==> config.mk <==
export PLATFORM = sky130hd
export DESIGN_NAME = progmem_loader_flat
export DESIGN_NICKNAME = d
export VERILOG_FILES = /design/src/rtl/progmem_loader_if.sv /design/src/rtl/progmem_loader.sv /design/src/flat_wrapper.sv
export SDC_FILE = /design/constraint.sdc
export NUM_CORES = 1
export LEC_CHECK = 0
export CORE_MARGIN = 2
export CORE_UTILIZATION = 45
export DETAILED_ROUTE_END_ITERATION = 8
export PLACE_DENSITY = 0.78
export REMOVE_ABC_BUFFERS = 1
export SETUP_SLACK_MARGIN = 0.15
export SYNTH_ARGS = -nofsm -noshare
export SYNTH_HDL_FRONTEND = slang
export SYNTH_SLANG_ARGS = --single-unit
export TNS_END_PERCENT = 100
==> constraint.sdc <==
create_clock -name clk -period 2.1 [get_ports clk]
set_input_delay 0.42 -clock clk [delete_from_list [all_inputs] [get_ports clk]]
set_output_delay 0.42 -clock clk [all_outputs]
set_load 0.01 [all_outputs]
==> src/rtl/progmem_loader_if.sv <==
// Byte-stream, control/status and progmem port-B signals of the program RAM loader.
// The master side (stream source + RAM model) drives doutb; the loader is the slave.
interface progmem_loader_if #(
  parameter int AW = 9,
  parameter int DW = 32
);
  logic          start;
  logic [AW:0]   num_words;
  logic [7:0]    byte_data;
  logic          byte_valid;
  logic          byte_ready;
  logic [AW-1:0] addrb;
  logic [DW-1:0] dinb;
  logic          web;
  logic          enb;
  logic [DW-1:0] doutb;
  logic          busy;
  logic          done;
  logic          error;
  logic [AW-1:0] err_addr;

  modport master (
    output start, num_words, byte_data, byte_valid, doutb,
    input  byte_ready, addrb, dinb, web, enb, busy, done, error, err_addr
  );

  modport slave (
    input  start, num_words, byte_data, byte_valid, doutb,
    output byte_ready, addrb, dinb, web, enb, busy, done, error, err_addr
  );
endinterface

==> src/rtl/progmem_loader.sv <==
// Packs a little-endian byte stream into 32-bit words, writes them to progmem port B
// from address 0 upward, reads each word back and records the first verify mismatch.
module progmem_loader #(
  parameter int AW = 9,
  parameter int DW = 32
) (
  input  logic             clk,
  input  logic             rstn,
  progmem_loader_if.slave  bus
);

  typedef enum logic [2:0] {
    S_IDLE, S_COLLECT, S_WRITE, S_READ, S_CHECK, S_DONE
  } state_t;

  localparam logic [AW:0] NW_MAX = {1'b1, {AW{1'b0}}};

  state_t        state_q, state_d;
  logic [AW-1:0] addr_q, addr_d;
  logic [1:0]    byte_cnt_q, byte_cnt_d;
  logic [DW-1:0] word_q, word_d;
  logic [DW-1:0] dinb_q, dinb_d;
  logic [AW:0]   nwords_q, nwords_d;
  logic          error_q, error_d;
  logic [AW-1:0] err_addr_q, err_addr_d;

  always_ff @(posedge clk or negedge rstn) begin
    if (!rstn) begin
      state_q    <= S_IDLE;
      addr_q     <= '0;
      byte_cnt_q <= '0;
      word_q     <= '0;
      dinb_q     <= '0;
      nwords_q   <= '0;
      error_q    <= 1'b0;
      err_addr_q <= '0;
    end else begin
      state_q    <= state_d;
      addr_q     <= addr_d;
      byte_cnt_q <= byte_cnt_d;
      word_q     <= word_d;
      dinb_q     <= dinb_d;
      nwords_q   <= nwords_d;
      error_q    <= error_d;
      err_addr_q <= err_addr_d;
    end
  end

  always_comb begin
    state_d        = state_q;
    addr_d         = addr_q;
    byte_cnt_d     = byte_cnt_q;
    word_d         = word_q;
    dinb_d         = dinb_q;
    nwords_d       = nwords_q;
    error_d        = error_q;
    err_addr_d     = err_addr_q;
    bus.byte_ready = 1'b0;
    bus.web        = 1'b0;
    bus.enb        = 1'b0;

    case (state_q)
      S_IDLE: begin
        if (bus.start) begin
          error_d    = 1'b0;
          err_addr_d = '0;
          if (bus.num_words != '0) begin
            nwords_d   = (bus.num_words > NW_MAX) ? NW_MAX : bus.num_words;
            addr_d     = '0;
            byte_cnt_d = '0;
            state_d    = S_COLLECT;
          end else begin
            state_d = S_DONE;
          end
        end
      end
      S_COLLECT: begin
        bus.byte_ready = 1'b1;
        if (bus.byte_valid) begin
          word_d[8*byte_cnt_q +: 8] = bus.byte_data;
          byte_cnt_d = byte_cnt_q + 2'd1;
          // Last byte goes straight into the write register so web follows next cycle.
          if (byte_cnt_q == 2'd3) begin
            dinb_d  = {bus.byte_data, word_q[DW-9:0]};
            state_d = S_WRITE;
          end
        end
      end
      S_WRITE: begin
        bus.enb = 1'b1;
        bus.web = 1'b1;
        state_d = S_READ;
      end
      S_READ: begin
        bus.enb = 1'b1;
        state_d = S_CHECK;
      end
      S_CHECK: begin
        if (bus.doutb != dinb_q) begin
          error_d = 1'b1;
          if (!error_q) err_addr_d = addr_q;
        end
        if ({1'b0, addr_q} == nwords_q - (AW+1)'(1)) begin
          state_d = S_DONE;
        end else begin
          addr_d     = addr_q + AW'(1);
          byte_cnt_d = '0;
          state_d    = S_COLLECT;
        end
      end
      S_DONE:  state_d = S_IDLE;
      default: state_d = S_IDLE;
    endcase
  end

  assign bus.addrb    = addr_q;
  assign bus.dinb     = dinb_q;
  assign bus.busy     = (state_q != S_IDLE);
  assign bus.done     = (state_q == S_DONE);
  assign bus.error    = error_q;
  assign bus.err_addr = err_addr_q;

endmodule

==> src/flat_wrapper.sv <==
// flat-port wrapper written by rule: the top's interface ports become plain ports
module progmem_loader_flat 
#(
  parameter int AW = 9,
  parameter int DW = 32
)
  (clk, rstn, bus_start, bus_num_words, bus_byte_data, bus_byte_valid, bus_doutb, bus_byte_ready, bus_addrb, bus_dinb, bus_web, bus_enb, bus_busy, bus_done, bus_error, bus_err_addr);
  progmem_loader_if #(.AW(AW), .DW(DW)) bus_i ();
  input  logic clk;
  input  logic rstn;
  input wire logic [$bits(bus_i.start)-1:0] bus_start;
  input wire logic [$bits(bus_i.num_words)-1:0] bus_num_words;
  input wire logic [$bits(bus_i.byte_data)-1:0] bus_byte_data;
  input wire logic [$bits(bus_i.byte_valid)-1:0] bus_byte_valid;
  input wire logic [$bits(bus_i.doutb)-1:0] bus_doutb;
  output wire logic [$bits(bus_i.byte_ready)-1:0] bus_byte_ready;
  output wire logic [$bits(bus_i.addrb)-1:0] bus_addrb;
  output wire logic [$bits(bus_i.dinb)-1:0] bus_dinb;
  output wire logic [$bits(bus_i.web)-1:0] bus_web;
  output wire logic [$bits(bus_i.enb)-1:0] bus_enb;
  output wire logic [$bits(bus_i.busy)-1:0] bus_busy;
  output wire logic [$bits(bus_i.done)-1:0] bus_done;
  output wire logic [$bits(bus_i.error)-1:0] bus_error;
  output wire logic [$bits(bus_i.err_addr)-1:0] bus_err_addr;
  assign bus_i.start = bus_start;
  assign bus_i.num_words = bus_num_words;
  assign bus_i.byte_data = bus_byte_data;
  assign bus_i.byte_valid = bus_byte_valid;
  assign bus_i.doutb = bus_doutb;
  assign bus_byte_ready = bus_i.byte_ready;
  assign bus_addrb = bus_i.addrb;
  assign bus_dinb = bus_i.dinb;
  assign bus_web = bus_i.web;
  assign bus_enb = bus_i.enb;
  assign bus_busy = bus_i.busy;
  assign bus_done = bus_i.done;
  assign bus_error = bus_i.error;
  assign bus_err_addr = bus_i.err_addr;
  progmem_loader #(.AW(AW), .DW(DW)) u_core (.clk(clk), .rstn(rstn), .bus(bus_i));
endmodule
==> summary.txt <==
Run status
  • Status: finished with violations
  • Violations in the final reports: negative setup slack

Drt
  • Via count: 3902
  • Vias per inst: 5.34
  • DRC errors left: 0
  • Final ANT Viol Nets: 0
  • Drt pass-1 iters: 4
  • 1st-iter DRT viols: 152
  • WL/cell: 16.5 um
  • Final wirelength: 12100 um

Place
  • I/O Buffers: 109
  • Placed Cells: 701
  • Routability cong.: 0.845
  • Post-DP Area: 0.00602 mm2
  • DPL Wire Length: 8620 um

Final layout
  • Cell area after layout: 0.00650 mm2
  • Fill count: 746
  • Layout area overhead: 44.9%
  • Diodes inserted: 0
  • Nets: 654
  • Most common cell after layout, fill and taps aside: clkdlybuf4s50_1
  • Layout cell share with drive strength beyond 1: 17.2%
  • Final Non-Filler Cells: 731
  • Most frequent cells in the layout: clkdlybuf4s50_1 (97), dfrtp_1 (86), nand2_1 (75)

Timing
  • Tcrit/Tclk final: 110%
  • Fin. max-slew vios: 0
  • Final number of hold-violating endpoints: 0
  • PnR worst setup slack: -219 ps
  • Clock Skew: 9.61 ps
  • Fmax: 0.431 GHz
  • Actual slew at the worst max-slew pin: 574 ps
  • Relative slew slack: 61.6%
  • Final setup vio count: 12
  • Min Tclk post-route: 2320 ps
  • RSZ-0062 raised after global routing: true

Global routing
  • Vias in the first global route: 4223
  • GRT Total Usage: 23.5%
  • Largest net degree at the start of global routing: 35
  • First-pass GRT wire length: 20600 um
  • Initial antenna violation count: 0
  • Grt ovf: 0

Power
  • Power, Total: 7270 uW
  • VDD IR max: 608 uV
  • Lkg Pwr: 0.00283 uW
  • Power Dens Cells: 1120 mW/mm2

Synth
  • Post-Syn Area: 0.00449 mm2
  • #FFs+latches synth: 90
  • Post-synth top area cell: dfrtp_1
  • Post-synth top flop: dfrtp_1
  • Synth warnings: 0
  • Synth async-reset ratio: 100%
  • Top cells by area in the synthesized netlist: dfrtp_1 (50%), mux2_1 (8.3%), xnor2_1 (6.8%), nand2_1 (6.6%), o21ai_1 (2.8%)
  • Share of Yosys cell area claimed by the top area cell type: 50.2%
  • Syn Inst Count: 431
  • Netlist cell types: 48
  • Synthesized area per cell: 10.4 um2
  • EDFF count, synth: 0
  • Sequential area share after synthesis: 50.2%

Clock network
  • Root buf cell: clkbuf_8
  • Latest clock arrival within the worst-skew pair: 350 ps
  • Total CTS buffers: 9
  • Clock sinks: 90
  • CTS tree: done
  • Maximum clock insertion buffer count: 2
  • Reg clk slew, reported paths: 90 ps
  • H-tree depth: 3

Worst setup path
  • CP Max Fanout: 4
  • CP cell instances: inv_1, ha_2, xnor2_1, nor3_1, o2111ai_2, a221oi_4, or2b_4, mux2_4
  • Slowest CP cell: dfrtp_2
  • CP Data Arrival Time: 2560 ps
  • Crit Path Class: register to register
  • Critical path startpoint category: register
  • Setup crit end kind: register
  • Max incr delay on CP: 450 ps
  • Worst Path Required: 2340 ps

Die
  • Die area: 0.0108 mm2
  • Core ar.: 0.00973 mm2
  • Die Height: 104 um
  • Io pins: 110
  • Row count: 36
  • Die W: 104 um
  • Initial Util: 46.1%

Job
  • Max-cap viol count: 0

Min path
  • Worst hold path type: register to register
[what timing repair did]
item,CTS,global route
hold endpoints to repair,22,0
pin swaps,19,9
buffers inserted,11,1
hold buffers,1,0
cloned,1,0
resized for setup,38,22
endpoints found under the setup margin,26,26
[logic make-up (layout without fill, tap and decap cells)]
| family | count (synthesis) | after routing | share of synthesized area, % |
|---|---|---|---|
| AND/OR/NAND/NOR | 156 | 156 | 17.3 |
| flip-flops | 90 | 90 | 50.2 |
| AO/OA/AOI/OAI | 79 | 79 | 11.6 |
| XOR/XNOR | 41 | 41 | 8.01 |
| multiplexers | 35 | 35 | 8.73 |
| buffers and inverters | 23 | 190 | 2.23 |
| adder cells (fa/ha/maj) | 7 | 7 | 1.95 |
[metrics by stage]
stage,setup TNS [ps],hold WS [ps],worst slack [ps],utilization (%)
3_5_place_dp,-5480,344,-401,61.9
6_report,-1860,482,-219,66.8
4_1_cts,-1630,489,-206,66.1
3_3_place_gp,-4770,346,-359,61.9
5_1_grt,-2890,517,-294,66.8
2_1_floorplan,-1950,124,-251,-
[registers in the layout (all words and copies together), names as in the netlist]
register,cells
u_core.word_q,24
u_core.bus.dinb,32
u_core.nwords_q,10
u_core.byte_cnt_q,2
u_core.bus.addrb,9
u_core.state_q,3
u_core.bus.error,1
u_core.bus.err_addr,9
[layout make-up]
type                            count  area (um2)  share of cell area, %
Tap cell                          133         166                   2.56
Sequential cell                    90        2260                   34.7
Inverter                           10        40.0                  0.616
Timing Repair Buffer              164        1580                   24.4
Multi-Input combinational cell    318        2290                   35.2
Clock inverter                      4        28.8                  0.443
Clock buffer                       12         135                   2.08
[metal layers]
metal	routed length, um	share of wire [%]	track usage, %
met3	702	5.8	5.66
met1	5120	42	29.7
met4	221	1.8	7.34
met5	0	0	0
met2	6040	50	40.1
[power breakdown]
| group | switching [uW] | internal, uW | total, uW |
|---|---|---|---|
| logic | 1580 | 1810 | 3390 |
| registers | 529 | 2310 | 2840 |
| clock network | 604 | 432 | 1040 |
| total | 2710 | 4560 | 7270 |
[critical path, delay by kind of cell (launching register included)]
family          cells  cell delay, ps
compound gates      2             510
simple gates        2             480
flops               1             450
mux                 1             290
fa+ha+maj           1             270
xor+xnor            1             130
buf+inv             1              70
[path summary, 6_finish.rpt]
check	start	endpoint	slack, ps	cells past startpoint
setup / recovery	u_core.nwords_q[1]$_DFFE_PN0P_	u_core.bus.addrb[1]$_DFFE_PN0P_	-220	8
hold / removal	u_core.word_q[5]$_DFFE_PN0P_	u_core.word_q[5]$_DFFE_PN0P_	480	2
setup reg to reg	u_core.nwords_q[1]$_DFFE_PN0P_	u_core.bus.addrb[1]$_DFFE_PN0P_	-220	8
hold reg to reg	u_core.word_q[5]$_DFFE_PN0P_	u_core.word_q[5]$_DFFE_PN0P_	480	2
max in group asynchronous	rstn	u_core.nwords_q[0]$_DFFE_PN0P_	1010	3
min in group asynchronous	rstn	u_core.bus.err_addr[3]$_DFFE_PN0P_	510	2
[synth_stat cells, types with 2 or more instances]
cell type,instances
dfrtp_1,90
nand2_1,79
xnor2_1,35
mux2_1,33
o21ai_1,25
o21ai_0,20
nand2b_1,10
inv_1,9
a22o_1,8
and3_1,8
nand3_1,8
nor3_1,8
nor3b_1,8
clkbuf_1,7
ha_1,7
nand4_1,7
nor2_1,7
xor2_1,6
buf_2,5
nor4_1,5
a21oi_1,4
o22a_1,4
o31ai_1,4
nor2b_1,3
a211o_1,2
a21o_1,2
and2_1,2
and4_1,2
mux2i_1,2
nand3b_1,2
nand4b_1,2
Note: power is estimated with default switching activity, not from simulation.
==> RTL change (config.mk and constraints unchanged) <==
`DW` is set to 32 in 3 places; all go to 48.
--- a/src/rtl/progmem_loader_if.sv
+++ b/src/rtl/progmem_loader_if.sv
@@ -2,7 +2,7 @@
 // The master side (stream source + RAM model) drives doutb; the loader is the slave.
 interface progmem_loader_if #(
   parameter int AW = 9,
-  parameter int DW = 32
+  parameter int DW = 48
 );
   logic          start;
   logic [AW:0]   num_words;
--- a/src/rtl/progmem_loader.sv
+++ b/src/rtl/progmem_loader.sv
@@ -2,7 +2,7 @@
 // from address 0 upward, reads each word back and records the first verify mismatch.
 module progmem_loader #(
   parameter int AW = 9,
-  parameter int DW = 32
+  parameter int DW = 48
 ) (
   input  logic             clk,
   input  logic             rstn,
--- a/src/flat_wrapper.sv
+++ b/src/flat_wrapper.sv
@@ -2,7 +2,7 @@
 module progmem_loader_flat 
 #(
   parameter int AW = 9,
-  parameter int DW = 32
+  parameter int DW = 48
 )
   (clk, rstn, bus_start, bus_num_words, bus_byte_data, bus_byte_valid, bus_doutb, bus_byte_ready, bus_addrb, bus_dinb, bus_web, bus_enb, bus_busy, bus_done, bus_error, bus_err_addr);
   progmem_loader_if #(.AW(AW), .DW(DW)) bus_i ();
Interface: changed (resized bus_dinb and bus_doutb); port bits go from 110 to 142. No check against the original RTL was run, so the function may have changed too.
==> RTL change against the unedited design <==
The flow still finishes with violations (negative setup slack). Routed wire length is 68% higher. Design area is 49% higher. Sequential cell count grew 32. Die area increased by 31%. Power is 69% higher. Count of clock-buffer cells in the layout rose by 9. Worst setup slack gained 0.035 ns. Area after synthesis is 32% higher. Synthesized cell count up 29%. Critical endpoint is now u_core.bus.err_addr[3].
==> RTL change: results (changes against the unedited design) <==
{
  "run_status": {
    "outcome": "finished with violations",
    "violations": "negative setup slack"
  },
  "clock_tree": {
    "cts_num_sinks": {"value": 122, "change": "+36%"}
  },
  "hold_path": {
    "hold_path_startpoint": "bus_num_words[7]",
    "timing.hold.worst.class": "in -> reg",
    "hold_path_end": "u_core.nwords_q[7]"
  },
  "final_layout": {
    "fin_area": {"value": 9680, "unit": "um2", "change": "+49%"},
    "multiInputGateArea": {"value": 3320, "unit": "um2", "change": "+45%"},
    "layout.comb_gates.multi_input": {"value": 407, "change": "+28%"},
    "nonClkBufAreaFrac": {"value": 0.256, "change": "+0.0123"},
    "largest_register_ffs": {"value": 48, "change": "+50%"},
    "layout-drive-gt1-share": {"value": 0.320, "change": "+0.147"},
    "nets": {"value": 886, "change": "+35%"}
  },
  "floorplan": {
    "die_area": {"value": 14100, "unit": "um2", "change": "+31%"}
  },
  "placed_design": {
    "hpwl_dp": {"value": 12500, "unit": "um", "change": "+45%"},
    "dp_cells": {"value": 926, "change": "+32%"}
  },
  "synthesis": {
    "distinct_cells_synth": {"value": 55, "change": "+15%"},
    "synth.top_cells.by_area": "dfrtp_1 (52%), mux2_2 (9.3%), nand2_1 (7.4%)",
    "sequential_cell_area_fraction_in_the_yosys_report": {"value": 0.516, "change": "+0.0141"},
    "synth_fa_ha_area_frac": {"value": 0.0190, "change": "-0.000486"}
  },
  "timing": {
    "setup_viol_count_final": {"value": 22, "change": "+10"},
    "finClkSkew": {"value": 0.00873, "unit": "ns", "change": "-0.000882 ns"},
    "fin_hold_ws": {"value": 0.429, "unit": "ns", "change": "-0.0534 ns"},
    "timing.final.ws_setup": {"value": -0.185, "unit": "ns", "change": "+0.0346 ns"},
    "slew_headroom": {"value": 0.668, "change": "+0.0520"}
  },
  "grt": {
    "grt_start_max_net_pins": {"value": 47, "change": "+34%"},
    "first_global_vias": {"value": 5615, "change": "+33%"},
    "global_route.usage.total": {"value": 0.268, "change": "+0.0330"},
    "grt_first_pass_wirelength": {"value": 29500, "unit": "um", "change": "+43%"}
  },
  "setup_path": {
    "worst-r2r-cell-count": {"value": 9, "change": "+1"},
    "critical_path.endpoint": "u_core.bus.err_addr[3]",
    "worst-path-max-fanout": {"value": 8, "change": "+4"}
  },
  "drt": {
    "route.detailed.vias_per_inst": {"value": 5.59, "change": "+4.8%"}
  }
}
## RTL change: cell types whose count changed after synthesis, moves of 5 or more
cell	delta
nand3b_1	+9
mux2_1	-33
xor2_1	+16
clkbuf_1	+8
o21ai_1	-25
nand2b_1	-8
mux2_2	+49
nand2_1	+38
o21ai_0	+27
and3_1	-7
nor4_1	+7
nor3b_1	-5
dfrtp_1	+32
## RTL change: power groups by stage
stage,clock [mW],combinational (mW),sequential (mW)
2_1_floorplan,0,1.92,3.83
3_3_place_gp,0,4.09,3.74
3_5_place_dp,0,4.22,3.79
4_1_cts,2.85,4.70,3.78
5_1_grt,2.97,5.96,3.95
6_report,2.84,5.60,3.88
## RTL change: worst max-delay path, stage by stage (launching register included)
cell,delay (ns)
dfrtp_1,0.39
xor2_1,0.15
nor4_2,0.36
buf_4,0.17
nand4_1,0.15
nor4_4,0.22
buf_4,0.17
nand3_4,0.08
nor3b_4,0.21
a22o_1,0.25
## RTL change: stage by stage
step	worst slack (ns)	setup TNS, ns
floorplan	-0.401	-19.45
global placement	-0.760	-12.35
detailed placement	-0.847	-14.45
CTS	-0.197	-2.17
global route	-0.294	-4.44
finish	-0.185	-2.42
## RTL change: timing repair
| item | in CTS | in global routing |
|---|---|---|
| endpoints found under the hold margin | 29 | 0 |
| gates cloned | 1 | 6 |
| resized for setup | 66 | 149 |
| setup buffers | 13 | 13 |
| hold buffers | 1 | 0 |
| pin swaps | 25 | 20 |
| endpoints found under the setup margin | 58 | 118 |
## RTL change: routing by layer
metal | global-route usage | part of all wire | up-vias
li1 | - | - | 2434
met1 | 0.322 | 0.38 | 2749
met2 | 0.460 | 0.51 | 304
met3 | 0.0685 | 0.071 | 63
met4 | 0.107 | 0.040 | 0
met5 | 0 | 0 | -
